$ cat src/rtl/branch_resolve.sv
// EX-stage branch resolution: decodes comparator flags into a direction, checks it against the fetch
// prediction, trains a 2-bit BHT and presents a one-entry buffered redirect with a misprediction counter.
module branch_resolve #(
  parameter int unsigned WIDTH       = 32,
  parameter int unsigned BHT_ENTRIES = 16
) (
  input  logic             clk,
  input  logic             rst_n,
  // fetch-side prediction lookup
  input  logic [WIDTH-1:0] q_pc,
  output logic             q_taken,
  // EX-side request
  input  logic             in_valid,
  output logic             in_ready,
  input  logic [2:0]       br_type,
  input  logic             eq,
  input  logic             neq,
  input  logic             slt,
  input  logic             slte,
  input  logic             sgt,
  input  logic             sgte,
  input  logic [WIDTH-1:0] pc,
  input  logic [WIDTH-1:0] target,
  input  logic             pred_taken,
  // resolved result towards fetch
  output logic             out_valid,
  input  logic             out_ready,
  output logic             res_taken,
  output logic             res_mispredict,
  output logic [WIDTH-1:0] res_pc,
  output logic             flush,
  output logic [15:0]      miss_count
);

  localparam int unsigned IDX_W   = $clog2(BHT_ENTRIES);
  localparam int unsigned CNT_W   = 2;
  localparam int unsigned MISS_W  = 16;
  localparam logic [CNT_W-1:0]  CNT_RST = 2'b01;
  localparam logic [CNT_W-1:0]  CNT_MAX = 2'b11;
  localparam logic [CNT_W-1:0]  CNT_MIN = 2'b00;
  localparam logic [MISS_W-1:0] MISS_MAX = 16'hFFFF;

  typedef enum logic [2:0] {
    BR_NONE = 3'd0,
    BR_BEQ  = 3'd1,
    BR_BNE  = 3'd2,
    BR_BLEZ = 3'd3,
    BR_BGTZ = 3'd4,
    BR_BLTZ = 3'd5,
    BR_BGEZ = 3'd6,
    BR_J    = 3'd7
  } br_type_e;

  logic [CNT_W-1:0]  r_bht [BHT_ENTRIES];
  logic              r_out_valid;
  logic              r_res_taken;
  logic              r_res_mispredict;
  logic [WIDTH-1:0]  r_res_pc;
  logic [MISS_W-1:0] r_miss_count;

  br_type_e          w_type;
  logic              w_accept;
  logic              w_drain;
  logic              w_flush;
  logic              w_taken;
  logic              w_trains;
  logic [WIDTH-1:0]  w_next_pc;
  logic [IDX_W-1:0]  w_upd_idx;
  logic [IDX_W-1:0]  w_q_idx;
  logic [CNT_W-1:0]  w_cnt_cur;
  logic [CNT_W-1:0]  w_cnt_nxt;
  logic              w_unused_pc_bits;

  assign w_type    = br_type_e'(br_type);
  assign w_q_idx   = q_pc[IDX_W+1:2];
  assign w_upd_idx = pc[IDX_W+1:2];

  // Only the index bits of the lookup PC matter.
  assign w_unused_pc_bits = ^{q_pc[WIDTH-1:IDX_W+2], q_pc[1:0]};

  // Prediction read sees the table as it stood before this edge's update.
  assign q_taken = r_bht[w_q_idx][CNT_W-1];

  assign in_ready = !r_out_valid || out_ready;
  assign w_accept = in_valid && in_ready;
  assign w_drain  = r_out_valid && out_ready;
  assign w_flush  = w_drain && r_res_mispredict;
  assign flush    = w_flush;

  // Direction decode and whether the type trains the BHT.
  always_comb begin
    w_taken  = 1'b0;
    w_trains = 1'b0;
    case (w_type)
      BR_NONE: w_taken = 1'b0;
      BR_BEQ:  begin w_taken = eq;   w_trains = 1'b1; end
      BR_BNE:  begin w_taken = neq;  w_trains = 1'b1; end
      BR_BLEZ: begin w_taken = slte; w_trains = 1'b1; end
      BR_BGTZ: begin w_taken = sgt;  w_trains = 1'b1; end
      BR_BLTZ: begin w_taken = slt;  w_trains = 1'b1; end
      BR_BGEZ: begin w_taken = sgte; w_trains = 1'b1; end
      BR_J:    w_taken = 1'b1;
      default: w_taken = 1'b0;
    endcase
  end

  assign w_next_pc = w_taken ? target : (pc + WIDTH'(4));

  // Saturating 2-bit counter step for the entry being trained.
  always_comb begin
    w_cnt_cur = r_bht[w_upd_idx];
    w_cnt_nxt = w_cnt_cur;
    if (w_taken) begin
      if (w_cnt_cur != CNT_MAX) w_cnt_nxt = w_cnt_cur + CNT_W'(1);
    end else begin
      if (w_cnt_cur != CNT_MIN) w_cnt_nxt = w_cnt_cur - CNT_W'(1);
    end
  end

  always_ff @(posedge clk) begin
    if (!rst_n) begin
      for (int i = 0; i < int'(BHT_ENTRIES); i++) r_bht[i] <= CNT_RST;
    end else if (w_accept && w_trains) begin
      r_bht[w_upd_idx] <= w_cnt_nxt;
    end
  end

  // One-entry result buffer; payload only moves on accept so it holds under backpressure.
  always_ff @(posedge clk) begin
    if (!rst_n) begin
      r_out_valid      <= 1'b0;
      r_res_taken      <= 1'b0;
      r_res_mispredict <= 1'b0;
      r_res_pc         <= '0;
    end else begin
      if (w_accept) begin
        r_out_valid      <= 1'b1;
        r_res_taken      <= w_taken;
        r_res_mispredict <= (w_taken != pred_taken);
        r_res_pc         <= w_next_pc;
      end else if (w_drain) begin
        r_out_valid      <= 1'b0;
      end
    end
  end

  always_ff @(posedge clk) begin
    if (!rst_n) begin
      r_miss_count <= '0;
    end else if (w_flush && (r_miss_count != MISS_MAX)) begin
      r_miss_count <= r_miss_count + MISS_W'(1);
    end
  end

  assign out_valid      = r_out_valid;
  assign res_taken      = r_res_taken;
  assign res_mispredict = r_res_mispredict;
  assign res_pc         = r_res_pc;
  assign miss_count     = r_miss_count;

endmodule
$ cat config.mk
export PLATFORM = sky130hd
export DESIGN_NAME = branch_resolve
export DESIGN_NICKNAME = d
export VERILOG_FILES = /design/src/rtl/branch_resolve.sv
export SDC_FILE = /design/constraint.sdc
export NUM_CORES = 1
export LEC_CHECK = 0
export BUFFER_PORTS_ARGS = -buffer_cell sky130_fd_sc_hd__buf_2
export CORE_MARGIN = 3
export CORE_UTILIZATION = 56
export CTS_BUF_LIST = sky130_fd_sc_hd__clkbuf_4 sky130_fd_sc_hd__clkbuf_8
export CTS_CLUSTER_SIZE = 16
export DETAILED_ROUTE_END_ITERATION = 10
export PLACE_DENSITY = 0.88
export SYNTH_ARGS = -nofsm -noshare
export SYNTH_HDL_FRONTEND = slang
export SYNTH_SLANG_ARGS = --single-unit
export TNS_END_PERCENT = 30
$ cat constraint.sdc
create_clock -name clk -period 2.97 [get_ports clk]
set_input_delay 0.4455 -clock clk [delete_from_list [all_inputs] [get_ports clk]]
set_output_delay 0.4455 -clock clk [all_outputs]
set_load 0.01 [all_outputs]
# Word level (Yosys, flattened, before mapping)
# Memory sizes are Yosys's and may differ from the RTL's.
# Cells that the tools add are included.
[classes]
n_addsub = 4
eq_ne = 10
muxes = 15
reduce_logical = 12
[op_table]
columns = ["op", "n"]
rows = [
  ["$add 32x3->32 const B", 1],
  ["$mux 32", 1],
  ["$add 16x1->16 const B", 1],
  ["$ne 16x16->1 const B", 1],
  ["$eq 3x3->1 const B", 4],
  ["$mux 1", 8],
  ["$mux 2", 4],
  ["$pmux 1 s8", 1],
  ["$eq 3x2->1 const B", 2],
  ["$reduce_or 6->1", 1],
  ["$logic_and 1x1->1", 5],
  ["$mux 4", 1],
  ["$reduce_bool 2->1", 2],
  ["$eq 3x1->1 const B", 1],
  ["$logic_not 3->1", 1],
  ["$add 2x1->2 const B", 1],
  ["$ne 2x2->1 const B", 1],
  ["$reduce_or 2->1", 1],
  ["$sub 2x1->2 const B", 1],
  ["$logic_not 1->1", 1],
  ["$logic_or 1x1->1", 1],
  ["$ne 1x1->1", 1],
]
[totals]
register_bits = 51
mem_bits_rw = 32
in_bits = 110
out_inout_bits = 54
word_cells = 47
n_memories = 1
[mem_list]
columns = ["name", "words", "width", "read_ports", "rd_clocked_by_memory_dff", "wr", "line_no", "source"]
rows = [
  ["r_bht", 16, 2, 2, 0, 16, "54", "logic [CNT_W-1:0] r_bht [BHT_ENTRIES];"],
]

# Logic depth before layout (Yosys ltp)
# Gate-level depths: netlist of run 1.
[logic_depth]
depth_word = 9
mapped_depth = 7
ltp_nobuf = 6

# Worst setup path before layout of run 1
# Ideal clock, no wire load.
[synth_timing]
path_type = "input -> register"
start = "in out_ready"
end = "mem r_bht[2][0], enable pin"
setup_ps = 338
t_arrival_ps = 1853
t_required_ps = 2632
path_slack_ps = 780
cell_stages = 6
cell_sequence = "nand2b_1 > nand2_1 > nor4_4 > buf_2 > nand2_1 > o31ai_1"
[synth_rtl]
columns = ["element", "line_no", "source"]
rows = [
  ["start, declared", "27", "input logic out_ready,"],
  ["end, declared", "54", ""],
]

==> results of run 1 <==
[layout by cell type (no fill, tap or decap), drive strengths merged, types with 2 or more instances in the layout]
cell type / synthesis / final
ha: 5 / 5
a32o: 2 / 2
o211ai: 6 / 6
nand4: 28 / 28
o31ai: 3 / 3
buf: 11 / 143
xnor2: 11 / 11
or2: 2 / 2
or3: 5 / 5
nand3: 39 / 39
nand2b: 15 / 15
bufinv: 0 / 2
xor2: 20 / 20
o221ai: 2 / 2
and4: 9 / 9
a211oi: 2 / 2
inv: 9 / 11
nor3: 13 / 13
mux2i: 6 / 6
mux2: 2 / 2
a21oi: 14 / 14
mux4: 13 / 13
a31oi: 3 / 3
o21ai: 37 / 37
nand2: 60 / 60
nor2: 40 / 40
o22ai: 7 / 7
and3: 7 / 7
dfxtp: 51 / 51
and2: 4 / 4
o21a: 3 / 3
maj3: 2 / 2
nor4: 5 / 5
edfxtp: 32 / 32
nor2b: 2 / 2
clkbuf: 19 / 11
a2bb2oi: 7 / 7
[worst register-to-register path, stage by stage, from the launching register on]
cell      delay [ns]
dfxtp_1         0.36
nand2b_1        0.16
nand2_1         0.13
nor4_4          0.63
nand2_1         0.23
o31ai_1         0.40
[how the worst max path moves through the flow]
stage                       end  slack, ns  cells after the start
floorplan           r_bht[2][0]       0.78                      6
global placement    r_bht[2][0]       0.41                      6
detailed placement  r_bht[2][0]       0.41                      6
CTS                     q_taken       0.65                      3
global route         res_pc[20]       0.54                      6
finish                  q_taken       0.67                      3
[cell families after synthesis]
family	after synthesis	synth area share (%)
compound gates	93	12.6
buf+inv	39	3.83
fa+ha+maj	7	1.81
simple gates	234	25.7
xor+xnor	31	5.77
mux	21	8.22
flops	83	42.1
[metrics by stage]
step	util (%)	power, W	setup WS, ns	cells
floorplan	-	0.00155	0.780	508
finish	71.3	0.00266	0.670	739
global placement	68.4	0.00172	0.415	723
CTS	71.3	0.00266	0.654	739
global route	71.3	0.00276	0.537	739
detailed placement	68.4	0.00173	0.406	723
[routing by layer]
| layer | routed length [microns] | part of all wire, % |
|---|---|---|
| met1 | 5250 | 39 |
| met2 | 6360 | 48 |
| met3 | 1490 | 11 |
| met4 | 248 | 1.9 |
| met5 | 0 | 0 |
[where the power goes]
part / internal (W) / switching [W]
clock network: 0.000512 / 0.000430
registers: 0.00123 / 0.0000298
logic: 0.000181 / 0.000274
[layout make-up]
type | instances | share of cell area (%)
repair buffers | 143 | 13.0
multi-input cells | 386 | 45.0
flip-flops and latches | 83 | 35.1
clock inverters | 5 | 1.48
inverters | 9 | 0.598
well taps | 102 | 2.26
clock buffers | 11 | 2.57
[sequential cells by signal, summed over array words and instances, names as in the netlist]
register / cells
out_valid: 1
r_bht: 32
res_pc: 32
res_mispredict: 1
miss_count: 16
res_taken: 1
==> flow_summary.yaml, run 1 <==
run_status:
  outcome: "finished, final reports clean"
cts:
  cts_setup_buffers: 0
  cts_resized: 0
  cts_buffers: 9
  clock-root-buffer: "clkbuf_8"
  clock_sinks: 83
  cts_tree: "built"
  hold_buffers: 0
  insertion_delay_ns: 0.35
  htreeDepth: 3
  clock_path_buffers: 2
  clkTransAtPathRegs_ns: 0.09
layout:
  multi_input_area_sq_mm: 0.00254
  drive_gt1_share_pct: 28.1
  seq_area_sq_mm: 0.00198
  syn_to_final_growth_pct: 20.1
  antennaDiodeCount: 0
  fillers: 635
  finalNetCount: 747
  final_area_sq_mm: 0.00565
floorplanning:
  core-area_sq_mm: 0.00793
  fp-row-count: 32
  design.die.area_sq_mm: 0.00954
  io_pins: 164
  die_h_microns: 97.7
  start_util_pct: 59.4
  die_w_microns: 97.7
grt:
  grtUsageMet2_pct: 46.2
  busiest_layer: "met2"
  grt_first_pass_wirelength_mm: 21.9
  grt_pass1_vias: 4440
  use_met3_pct: 9.12
  grtUsageMet1_pct: 35.6
  grt_max_degree: 34
  antenna_found_initial: 0
  grt_overflow: 0
  grt_util_all_layers_pct: 28.2
sta:
  slew_violations: 0
  hold_violations: 0
  fin_crit_sh_pct: 77.4
  fmax_mhz: 435
  layout_min_cycle_time_ns: 2.30
  skew_ns: 0.0125
  holdWs_ns: 0.340
  rsz0062_at_grt: "no"
  finalSetupViolCount: 0
  setup_tns_ns: 0
  worst_pin_slew_ns: 0.841
  maxSlewHeadroom_pct: 43.7
synth:
  ys_warn_count: 0
  async_flop_share_pct: 0
  syn_inst: 508
  avgSynthCellArea_sq_um: 9.26
  synth_top_area_share_pct: 21.7
  ys_ff_latch: 83
  yosysMostFrequentCell: "nand2_1"
  synth_top_area_cell: "dfxtp_1"
  syn-cell-area_sq_mm: 0.00471
  synth_flop_cell: "dfxtp_1"
  ys_types: 54
  netlist_top_cells_count: "nand2_1 (60), dfxtp_1 (51), nand3_1 (39), nor2_1 (39), o21ai_0 (37)"
  synth_area_leaders: "dfxtp_1 (22%), edfxtp_1 (20%), mux4_2 (4.8%)"
  synth_enable_flop_cells: 32
  syn-num-nets: 623
  yosysSeqAreaShare_pct: 42.1
hold_path:
  min_from: "pc[1]"
  hold_path_class: "in2reg"
  min_path_cells: 3
  whs_endpoint: "res_pc[1]"
flow_run:
  maxCapViolCount: 0
setup_path:
  critPathTopFamily: "multiplexers"
  crit_path_max_fanout: 2
  end_kind: "primary output"
  cpPeakStageDelay_ns: 0.47
  critical_path_arrival_ns: 1.85
  r2r_start: "out_valid"
  r2r_end: "r_bht[2][1]"
  critical_path_class: "reg2out"
  crit_path_top_delay_cell: "mux4_2"
  rrSetupSlack_ns: 0.73
  crit_top_cell: "mux4_2"
  cp_num_buf_inv: 1
  startpoint: "r_bht[9][1]"
  r2r_cells: 5
  cp.required_ns: 2.52
  path_cells: "mux4_2 > mux4_2 > buf_2"
  crit_path_start_kind: "flop"
routing:
  via_count: 4555
  drt_wl_total_mm: 13.4
  drt-initial-drc-count: 400
  drt.antenna.violating_nets: 0
  wl_per_cell_microns: 18.1
  vias_per_cell: 6.16
  post-route-drc-count: 0
  first_pass_iters: 5
power:
  power.density_mw_per_mm2: 470
  p_leak_nw: 2.27
  worst_ir_drop_vdd_mv: 0.420
placed_design:
  place_congestion: 0.878
  dpl.hpwl_mm: 9.91
  port_buffers: 135
  placed_area_sq_mm: 0.00542
(Power assumes the default switching activity.)
==> run 2, diff against run 1 <==
Settings changed: CORE_UTILIZATION 56 to 47, PLACE_DENSITY 0.88 to 0.79.
Clock period 2.97 ns to 2.1 ns, I/O delays scaled along.
==> flow_summary.yaml, run 2 (synthesized netlist as in run 1, its figures left out) <==
grt:
  grt_first_pass_wirelength_mm: 21.5
  grt_pass1_vias: 4403
  grt_util_all_layers_pct: 24.0
  antenna_found_initial: 0
  grt_overflow: 0
  grt_max_degree: 34
routing:
  post-route-drc-count: 0
  drt-initial-drc-count: 351
  via_count: 4645
  wl_per_cell_microns: 17.4
  first_pass_iters: 5
  drt.antenna.violating_nets: 0
  vias_per_cell: 5.83
  drt_wl_total_mm: 13.8
cts:
  clock-root-buffer: "clkbuf_8"
  hold_buffers: 0
  clock_path_buffers: 2
  insertion_delay_ns: 0.36
  cts_tree: "built"
  clkTransAtPathRegs_ns: 0.10
  cts_buffers: 9
  clock_sinks: 83
  htreeDepth: 3
placed_design:
  dpl.hpwl_mm: 10.7
  port_buffers: 135
  place_congestion: 0.924
  dp_slack_ns: -0.130
power:
  p_leak_nw: 2.42
  combPwrFrac_pct: 19.3
  clock_power_share_pct: 32.8
  pwr-share-seq_pct: 47.9
  power.density_mw_per_mm2: 629
  p_sw_w: 0.00109
  worst_ir_drop_vdd_mv: 0.421
  swShare_pct: 29.4
  p_int_w: 0.00263
  finalPower_w: 0.00372
setup_path:
  crit_path_top_delay_cell: "mux4_2"
  end_kind: "primary output"
  crit_top_cell: "mux4_2"
  r2r_start: "r_bht[11][1]"
  startpoint: "r_bht[11][1]"
  r2r_end: "r_bht[2][0]"
  r2r_cells: 6
  cp.required_ns: 1.78
  path_cells: "mux4_2 > mux4_2 > buf_6"
  rrSetupSlack_ns: 0.06
  critical_path_arrival_ns: 1.91
  crit_path_start_kind: "flop"
  cp_num_buf_inv: 1
  cpPeakStageDelay_ns: 0.49
  critical_path_class: "reg2out"
  crit_path_max_fanout: 2
  critPathTopFamily: "multiplexers"
floorplanning:
  fp-row-count: 35
  die_h_microns: 106
  die_w_microns: 106
  design.die.area_sq_mm: 0.0112
  core-area_sq_mm: 0.00950
  start_util_pct: 49.5
  io_pins: 164
hold_path:
  whs_endpoint: "out_valid"
  min_path_cells: 3
  hold_path_class: "in2reg"
  min_from: "in_valid"
sta:
  worst_pin_slew_ns: 0.489
  fmax_mhz: 450
  fin_crit_sh_pct: 106
  rsz0062_at_grt: "yes"
  skew_ns: 0.0162
  setup_slack_ns: -0.121
  finalSetupViolCount: 1
  maxSlewHeadroom_pct: 67.1
  slew_violations: 0
  hold_violations: 0
  layout_min_cycle_time_ns: 2.22
run_status:
  outcome: "finished, violations left"
  violations: "negative setup slack"
layout:
  finalNetCount: 778
  seq_area_sq_mm: 0.00198
  antennaDiodeCount: 0
  fillers: 825
  final_cell_mix: "buf_2 (134), nand2_1 (60), dfxtp_1 (51)"
  final_common_cell: "buf_2"
  drive_gt1_share_pct: 31.7
  multi_input_area_sq_mm: 0.00255
  syn_to_final_growth_pct: 25.7
flow_run:
  maxCapViolCount: 0
-- run 2: cell count changes in the layout (fill, tap and decap cells not counted), sizes merged --
cell	delta
inv	+3
bufinv	-1
buf	+31
clkbuf	-2
-- run 2: tightest hold or removal path, stage by stage --
cell	delay, ns
buf_2	0.12
inv_1	0.05
a21oi_1	0.05
-- run 2: timing repair --
| item | 4_1_cts | 5_1_grt |
|---|---|---|
| pin swaps | 0 | 1 |
| endpoints found under the setup margin | 5 | 10 |
| buffers inserted | 0 | 0 |
| gates resized for setup | 1 | 3 |
-- run 2: final cells by class --
| type | count | share of cell area [%] |
|---|---|---|
| multi-input cells | 386 | 43.0 |
| flip-flops and latches | 83 | 33.5 |
| repair buffers | 174 | 16.7 |
| well taps | 129 | 2.73 |
| clock buffers | 9 | 2.09 |
| clock inverters | 7 | 1.40 |
| inverters | 9 | 0.571 |
-- run 2: worst max path at each step --
stage                              to  cells after the start
after global routing          q_taken                      3
final                         q_taken                      3
after detailed placement   res_pc[17]                      7
after CTS                     q_taken                      3
after global placement     res_pc[17]                      7
after floorplan           r_bht[2][0]                      6
-- run 2: layer usage --
layer	GRT usage [%]	wire length [microns]	vias to the layer above
li1	-	-	2200
met1	31.1	5760	2179
met2	39.8	6570	242
met3	5.59	1260	24
met4	7.77	246	0
met5	0	0	-
-- run 2: stage by stage --
step / hold WS, ns / util, % / instance area (sq um) / cells / setup TNS, ns
finish: 0.205 / 62.3 / 5920 / 797 / -0.121
floorplan: 0.444 / - / 4710 / 508 / 0
CTS: 0.192 / 62.2 / 5910 / 797 / -0.120
detailed placement: 0.440 / 60.0 / 5700 / 781 / -2.53
global route: 0.200 / 62.3 / 5920 / 797 / -0.171
global placement: 0.434 / 60.0 / 5700 / 781 / -1.92
-- run 2: power groups by stage --
stage,clock network [W],logic (W),registers [W]
2_1_floorplan,0,0.000359,0.00184
3_3_place_gp,0,0.000688,0.00182
3_5_place_dp,0,0.000703,0.00182
4_1_cts,0.00124,0.000708,0.00178
5_1_grt,0.00129,0.000776,0.00179
6_report,0.00122,0.000717,0.00178
==> run 3, diff against run 2 <==
Settings changed: SETUP_SLACK_MARGIN from default to 0.15.
==> flow_summary.yaml, run 3 (synthesized netlist as in run 1, its figures left out) <==
flow_run:
  maxCapViolCount: 0
sta:
  worst_pin_slew_ns: 0.400
  fmax_mhz: 449
  fin_crit_sh_pct: 106
  skew_ns: 0.0120
  finalSetupViolCount: 1
  layout_min_cycle_time_ns: 2.23
  rsz0062_at_grt: "yes"
  setup_tns_ns: -0.128
  hold_violations: 0
  slew_violations: 0
  setup_slack_ns: -0.128
  maxSlewHeadroom_pct: 73.1
  holdWs_ns: 0.200
floorplanning:
  die_h_microns: 106
  io_pins: 164
  fp-row-count: 35
  core-area_sq_mm: 0.00950
  die_w_microns: 106
  start_util_pct: 49.5
  design.die.area_sq_mm: 0.0112
power:
  power.density_mw_per_mm2: 604
  worst_ir_drop_vdd_mv: 0.335
  p_leak_nw: 2.57
cts:
  insertion_delay_ns: 0.36
  hold_buffers: 0
  cts_buffers: 9
  cts_tree: "built"
  clock-root-buffer: "clkbuf_8"
  clock_path_buffers: 2
  htreeDepth: 3
  clock_sinks: 83
  cts_setup_buffers: 0
  clkTransAtPathRegs_ns: 0.10
grt:
  grt_util_all_layers_pct: 24.6
  grt_pass1_vias: 4581
  grt_overflow: 0
  antenna_found_initial: 0
  grt_max_degree: 34
  grt_first_pass_wirelength_mm: 22.1
routing:
  wl_per_cell_microns: 18.3
  via_count: 4731
  post-route-drc-count: 0
  drt_wl_total_mm: 14.6
  drt.antenna.violating_nets: 0
  vias_per_cell: 5.96
  drt-initial-drc-count: 369
  first_pass_iters: 5
setup_path:
  critical_path_class: "reg2out"
  end_kind: "primary output"
  crit_path_max_fanout: 2
  critical_path_arrival_ns: 1.91
  crit_path_start_kind: "flop"
  cp.required_ns: 1.78
layout:
  syn_to_final_growth_pct: 30.6
  final_common_cell: "buf_2"
  final_cell_mix: "buf_2 (134), nand2_1 (60), dfxtp_1 (51)"
  finalNetCount: 774
  drive_gt1_share_pct: 36.0
placed_design:
  port_buffers: 135
  dpl.hpwl_mm: 10.7
  place_congestion: 0.886
run_status:
  outcome: "finished, violations left"
  violations: "negative setup slack"
hold_path:
  hold_path_class: "in2reg"
run 3: cell types whose count changed in the layout (fill, tap and decap cells not counted), sizes merged:
cell,before,now
bufinv,1,0
buf,174,169
diode,0,1
clkbuf,9,11
run 3: final cells by class:
| type | instances | area, sq um |
|---|---|---|
| fillers | 774 | 3360 |
| multi-input cells | 386 | 2760 |
| flip-flops and latches | 83 | 1980 |
| repair buffers | 170 | 1020 |
| well taps | 129 | 161 |
| clock buffers | 10 | 131 |
| clock inverters | 6 | 46.3 |
| inverters | 9 | 33.8 |
| diodes | 1 | 2.50 |
run 3: power breakdown:
part | internal [W] | total [W] | switching [W]
clock | 0.000461 | 0.00112 | 0.000657
sequential | 0.00174 | 0.00178 | 0.0000433
combinational | 0.000345 | 0.000808 | 0.000463
run 3: per-stage QoR:
step                std cells  util (%)  setup WS [ns]  instance area (sq um)  power [W]
finish                    794      64.7         -0.128                   6150    0.00371
floorplan                 508         -         0.0955                   4710    0.00220
global route              793      64.6         -0.158                   6140    0.00384
global placement          776      59.9        -0.0736                   5690    0.00250
detailed placement        776      59.9        -0.0871                   5690    0.00252
CTS                       792      61.8         -0.134                   5870    0.00361
run 3: worst paths after layout:
path / from / endpoint / slack, ns / cells past startpoint
worst min-delay path: in_valid / out_valid / 0.20 / 3
worst max register to register: r_bht[7][1] / r_bht[5][0] / 0.04 / 6
worst max-delay path: r_bht[7][1] / q_taken / -0.13 / 3
worst min register to register: res_pc[8] / res_pc[8] / 0.46 / 2
run 3: routing by layer:
metal  wire length (microns)  vias up  track usage [%]
li1                        -     2196                -
met1                    5910     2221             31.7
met2                    6980      284             40.8
met3                    1380       30             5.83
met4                     303        0             8.23
met5                       0        -                0
run 3: critical path: stages (launching register included):
cell and delay, ns:
edfxtp_1 0.44, mux4_2 0.51, mux4_2 0.47, buf_6 0.14
run 3: what timing repair did:
item	4_1_cts	5_1_grt
pin swaps	4	15
endpoints found under the hold margin	0	0
resized for setup	2	48
cloned	0	1
setup endpoints to repair	4	38
